File: src/rtl/rtc_time_loader_pkg.sv
// Shared constants and types for the RP5C01 time loader: register map,
// mode nibbles, sequencer states and the BCD year re-basing helper.
package rtc_time_loader_pkg;

  typedef enum logic [2:0] {
    ST_IDLE,
    ST_ADR_REQ,
    ST_ADR_GAP,
    ST_DAT_REQ,
    ST_DAT_GAP
  } state_t;

  localparam logic [3:0] REG_SEC_LO   = 4'd0;
  localparam logic [3:0] REG_SEC_HI   = 4'd1;
  localparam logic [3:0] REG_MIN_LO   = 4'd2;
  localparam logic [3:0] REG_MIN_HI   = 4'd3;
  localparam logic [3:0] REG_HOUR_LO  = 4'd4;
  localparam logic [3:0] REG_HOUR_HI  = 4'd5;
  localparam logic [3:0] REG_WEEKDAY  = 4'd6;
  localparam logic [3:0] REG_DAY_LO   = 4'd7;
  localparam logic [3:0] REG_DAY_HI   = 4'd8;
  localparam logic [3:0] REG_MONTH_LO = 4'd9;
  localparam logic [3:0] REG_MONTH_HI = 4'd10;
  localparam logic [3:0] REG_YEAR_LO  = 4'd11;
  localparam logic [3:0] REG_YEAR_HI  = 4'd12;
  localparam logic [3:0] REG_MODE     = 4'd13;

  localparam logic [3:0] MODE_STOP = 4'h0;
  localparam logic [3:0] MODE_RUN  = 4'h8;

  localparam logic [3:0] LAST_INDEX = 4'd14;

  // RTC counts years from 1980, host supplies 20yy: add 20 in BCD, mod 100.
  function automatic logic [7:0] year_adjust(input logic [7:0] yy);
    logic [3:0] tens;
    tens = (yy[7:4] >= 4'd8) ? (yy[7:4] - 4'd8) : (yy[7:4] + 4'd2);
    return {tens, yy[3:0]};
  endfunction

endpackage

File: src/rtl/rtc_time_loader_seq_rom.sv
// Combinational lookup from sequence index to the RTC register/nibble pair
// written at that step, drawn from the latched time snapshot.
module rtc_seq_rom
  import rtc_time_loader_pkg::*;
(
  input  logic [3:0]  index,
  input  logic [50:0] snapshot,
  output logic [3:0]  reg_sel,
  output logic [3:0]  value
);

  logic [7:0] year;

  always_comb begin
    year    = year_adjust(snapshot[47:40]);
    reg_sel = '0;
    value   = '0;
    unique case (index)
      4'd0:  begin reg_sel = REG_MODE;     value = MODE_STOP;             end
      4'd1:  begin reg_sel = REG_SEC_LO;   value = snapshot[3:0];         end
      4'd2:  begin reg_sel = REG_SEC_HI;   value = snapshot[7:4];         end
      4'd3:  begin reg_sel = REG_MIN_LO;   value = snapshot[11:8];        end
      4'd4:  begin reg_sel = REG_MIN_HI;   value = snapshot[15:12];       end
      4'd5:  begin reg_sel = REG_HOUR_LO;  value = snapshot[19:16];       end
      4'd6:  begin reg_sel = REG_HOUR_HI;  value = snapshot[23:20];       end
      4'd7:  begin reg_sel = REG_WEEKDAY;  value = {1'b0, snapshot[50:48]}; end
      4'd8:  begin reg_sel = REG_DAY_LO;   value = snapshot[27:24];       end
      4'd9:  begin reg_sel = REG_DAY_HI;   value = snapshot[31:28];       end
      4'd10: begin reg_sel = REG_MONTH_LO; value = snapshot[35:32];       end
      4'd11: begin reg_sel = REG_MONTH_HI; value = snapshot[39:36];       end
      4'd12: begin reg_sel = REG_YEAR_LO;  value = year[3:0];             end
      4'd13: begin reg_sel = REG_YEAR_HI;  value = year[7:4];             end
      4'd14: begin reg_sel = REG_MODE;     value = MODE_RUN;              end
      default: begin reg_sel = '0;         value = '0;                    end
    endcase
  end

endmodule

File: src/rtl/rtc_time_loader.sv
// Loads host wall-clock time into the RP5C01 via address-port/data-port
// write pairs, after reset and on every host update toggle.
module rtc_time_loader
  import rtc_time_loader_pkg::*;
#(
  parameter logic [15:0] PORT_BASE   = 16'h00B4,
  parameter int unsigned ACK_TIMEOUT = 255
) (
  input  logic        clk,
  input  logic        reset,
  input  logic        ena,
  input  logic [64:0] rtc_time,
  output logic        req,
  output logic        wr,
  output logic [15:0] adr,
  output logic [7:0]  dbo,
  input  logic        ack,
  output logic        busy,
  output logic        error
);

  localparam int unsigned CW = $clog2(ACK_TIMEOUT + 1);
  localparam logic [CW-1:0] CNT_LAST = CW'(ACK_TIMEOUT - 1);

  state_t        state, state_next;
  logic [3:0]    index;
  logic [50:0]   snapshot;
  logic          pending;
  logic          toggle_q;
  logic          toggle_edge;
  logic [CW-1:0] cnt;
  logic          start;
  logic          timeout;
  logic          in_req;
  logic [3:0]    rom_reg;
  logic [3:0]    rom_val;
  logic          unused_time;

  assign unused_time = ^rtc_time[63:51];
  assign toggle_edge = rtc_time[64] ^ toggle_q;
  assign in_req      = (state == ST_ADR_REQ) || (state == ST_DAT_REQ);
  assign wr          = req;

  rtc_seq_rom u_rom (
    .index    (index),
    .snapshot (snapshot),
    .reg_sel  (rom_reg),
    .value    (rom_val)
  );

  always_comb begin
    state_next = state;
    req        = 1'b0;
    adr        = '0;
    dbo        = '0;
    start      = 1'b0;
    timeout    = 1'b0;
    unique case (state)
      ST_IDLE: begin
        if (pending && ena) begin
          start      = 1'b1;
          state_next = ST_ADR_REQ;
        end
      end
      ST_ADR_REQ: begin
        req = 1'b1;
        adr = PORT_BASE;
        dbo = {4'h0, rom_reg};
        if (ack) begin
          state_next = ST_ADR_GAP;
        end else if (cnt == CNT_LAST) begin
          timeout    = 1'b1;
          state_next = ST_IDLE;
        end
      end
      ST_ADR_GAP: state_next = ST_DAT_REQ;
      ST_DAT_REQ: begin
        req = 1'b1;
        adr = PORT_BASE + 16'd1;
        dbo = {4'h0, rom_val};
        if (ack) begin
          state_next = ST_DAT_GAP;
        end else if (cnt == CNT_LAST) begin
          timeout    = 1'b1;
          state_next = ST_IDLE;
        end
      end
      ST_DAT_GAP: state_next = (index == LAST_INDEX) ? ST_IDLE : ST_ADR_REQ;
      default:    state_next = ST_IDLE;
    endcase
  end

  always_ff @(posedge clk) begin
    if (reset) begin
      state    <= ST_IDLE;
      index    <= '0;
      snapshot <= '0;
      pending  <= 1'b1;
      toggle_q <= rtc_time[64];
      error    <= 1'b0;
      busy     <= 1'b0;
      cnt      <= '0;
    end else begin
      state    <= state_next;
      toggle_q <= rtc_time[64];

      // A toggle seen in the start cycle still counts, so it is never lost.
      if (start)
        pending <= toggle_edge;
      else if (toggle_edge)
        pending <= 1'b1;

      // REQ states are only entered from non-REQ states, so clearing the
      // counter outside them restarts the timeout window on every entry.
      cnt <= in_req ? cnt + 1'b1 : '0;

      if (start) begin
        snapshot <= rtc_time[50:0];
        error    <= 1'b0;
        busy     <= 1'b1;
        index    <= '0;
      end else if (timeout) begin
        error <= 1'b1;
        busy  <= 1'b0;
      end else if (state == ST_DAT_GAP) begin
        if (index == LAST_INDEX)
          busy <= 1'b0;
        else
          index <= index + 4'd1;
      end
    end
  end

endmodule

File: config.mk
export PLATFORM = sky130hd
export DESIGN_NAME = rtc_time_loader
export DESIGN_NICKNAME = d
export VERILOG_FILES = /design/src/rtl/rtc_time_loader_pkg.sv /design/src/rtl/rtc_time_loader_seq_rom.sv /design/src/rtl/rtc_time_loader.sv
export SDC_FILE = /design/constraint.sdc
export NUM_CORES = 1
export LEC_CHECK = 0
export ABC_AREA = 0
export ABC_CLOCK_PERIOD_IN_PS = 2000
export BUFFER_PORTS_ARGS = -buffer_cell sky130_fd_sc_hd__buf_4
export CORE_MARGIN = 5
export CORE_UTILIZATION = 40
export DETAILED_ROUTE_END_ITERATION = 8
export PLACE_DENSITY = 0.68
export SLEW_MARGIN = 5
export SYNTH_ARGS = -nofsm -noshare
export SYNTH_HDL_FRONTEND = slang
export SYNTH_SLANG_ARGS = --single-unit
File: constraint.sdc
create_clock -name clk -period 2 [get_ports clk]
set_input_delay 0.2 -clock clk [delete_from_list [all_inputs] [get_ports clk]]
set_output_delay 0.2 -clock clk [all_outputs]
set_load 0.005 [all_outputs]
==> metrics.cfg <==
[grt]
antenna_found_initial=0
grt_pass1_vias=2979
grt-ovfl-total=0
grt_use_total_pct=15.8
grt_max_degree=53
grt_pass1_wl_um=14600

[power_and_ir_drop]
power_frac_seq_pct=47.9
p_switching_uw=910
p_clk_share_pct=36.5
swShare_pct=28.3
intPower_uw=2300
ir_worst_vdd_mv=0.340
combinationalPowerShare_pct=15.6
powerDensity_nw_per_um2=709
power_leakage_uw=0.00171

[drt]
wl_um=8740
initialDrtViolationCount=163
first_pass_iters=5
vias_per_cell=5.05
drc=0
ant_nets=0
drt-wirelength-per-cell_um=14.2
num_vias=3111

[placed_design]
dpl.hpwl_um=6380
gp_congestion=0.829
placed_cells=596
port_buffers=68
place_ws_ps=-169

[final_layout]
final_util_pct=51.7
layout_commonest_cell=nand2_1
drive_gt1_share_pct=38.2
fin_nets=579
multi_input_area_um2=1990
n_antenna_cell=0
register_area_um2=1410
syn_to_final_growth_pct=24.8
final_cells=616
fillers=833
final_cell_mix=nand2_1 (100), buf_4 (90), dfxtp_1 (66)

[clock_tree]
root_buffer=clkbuf_8
cts_tree=yes
htreeDepth=3
cts.sinks=70
clockBufferDepth=2
clk_pin_slew_worst_paths_ps=90
cts_buffers=9
clk_latency_ps=350

[floorplan]
placementRows=34
die-height_um=105
fp.dieArea_um2=11100
die_x_um=105
start_util_pct=41.4
core_um2=8760
ios=97

[timing]
rsz0062_at_grt=true
setup_slack_ps=-366
fmax_mhz=423
fin_crit_sh_pct=118
setup-tns-final_ps=-1120
slew_violations=0
hold_viol_final=0
slew_headroom_pct=62.0
finClkSkew_ps=13.6
worst_pin_slew_ps=570
finalSetupViolCount=4
holdWs_ps=85.2
fin_crit_ps=2370

[setup_path]
crit_start=index[0]$_SDFFE_PP0P_
rrSetupSlack_ps=410
crit_path_end_kind=primary output
arrival_ps=2170
cp.required_ps=1800
timing.rr.start=index[0]$_SDFFE_PP0P_
crit_path_max_fanout=13
timing_worst_setup_path_type=reg -> out
start_kind=flop

[status]
violations=setup timing
status=finished, violations left

[yosys]
synth_area_um2=3630
synth-edff-count=0
yosysWarningCount=0
synthArstFlopShare_pct=0
ys_ff_latch=70
yosysSeqAreaShare_pct=38.6
synth.distinct_cells=55
avgSynthCellArea_um2=8.36
synthFlopType=dfxtp_1
syn_inst=434

[job]
max_cap_violations=0

[min_path]
hp-class=in -> reg
worstHoldStart=rtc_time[20]

[final cells by class]
type / instances / area share [%]
Clock inverter: 7 / 1.77
Multi-Input combinational cell: 320 / 43.9
Sequential cell: 70 / 31.2
Inverter: 6 / 0.497
Clock buffer: 9 / 2.74
Tap cell: 108 / 2.98
Timing Repair Buffer: 96 / 17.0
[cell families after synthesis]
| group | after synthesis | synth area share (%) |
|---|---|---|
| compound gates | 110 | 22.6 |
| flops | 70 | 38.6 |
| buf+inv | 58 | 10.5 |
| mux | 5 | 1.38 |
| other cells | 1 | 0.103 |
| simple gates | 174 | 22.2 |
| xor+xnor | 9 | 2.17 |
| fa+ha+maj | 7 | 2.41 |
[final timing paths]
path                                    end  cells after the start
setup / recovery                     dbo[3]                      7
hold / removal    snapshot[20]$_SDFFE_PP0P_                      3
setup reg to reg      index[3]$_SDFFE_PP0P_                      8
hold reg to reg   snapshot[33]$_SDFFE_PP0P_                      2
[repair_timing]
item                                    CTS  global route
hold endpoints to repair                  1             0
pin swaps                                 8             2
setup buffers                             3             0
resized for setup                        20             6
hold buffers                              1             0
endpoints found under the setup margin    4             4
[power by group through the flow]
stage | clock network [uW] | registers, uW | logic, uW
floorplan | 0 | 1550 | 372
global route | 1270 | 1550 | 557
detailed placement | 0 | 1570 | 501
global placement | 0 | 1570 | 492
finish | 1170 | 1540 | 500
CTS | 1210 | 1540 | 506
[routing by layer]
layer | up-vias | track usage [%] | routed length [um]
met4 | 0 | 3.93 | 97
met2 | 67 | 24.4 | 4090
li1 | 1586 | - | -
met3 | 8 | 4.65 | 404
met1 | 1450 | 21.6 | 4140
met5 | - | 0 | 0
[through the flow]
step	power, uW	area [um2]
floorplan	1920	3680
global placement	2060	4190
detailed placement	2070	4190
CTS	3250	4490
global route	3380	4530
finish	3210	4530
[cell usage after synthesis (6+ instances only)]
| cell | count | area (um2) |
|---|---|---|
| nand2_1 | 100 | 375 |
| nor2_1 | 15 | 56.3 |
| ha_1 | 7 | 87.6 |
| a21oi_2 | 40 | 350 |
| o21ai_0 | 10 | 50.1 |
| dfxtp_1 | 70 | 1400 |
| nor3_1 | 6 | 30.0 |
| a21oi_1 | 24 | 120 |
| a22oi_1 | 9 | 67.6 |
| buf_4 | 20 | 150 |
| buf_2 | 13 | 65.1 |
| nand3_1 | 13 | 65.1 |
| nand2_2 | 20 | 125 |
| clkbuf_1 | 10 | 37.5 |
[worst max-delay path, stage by stage (launching register included)]
cell and delay [ps]:
dfxtp_4 360, ha_2 290, a222oi_1 400, nand2_1 100
a31oi_1 230, o311a_1 210, o21ai_1 80, buf_4 150
[sequential cells by signal, indices dropped and copies added (netlist names)]
register	count
index	4
state	3
toggle_q	1
cnt	8
error	1
busy	1
snapshot	51
pending	1
Power figures use the tool's default switching activity.
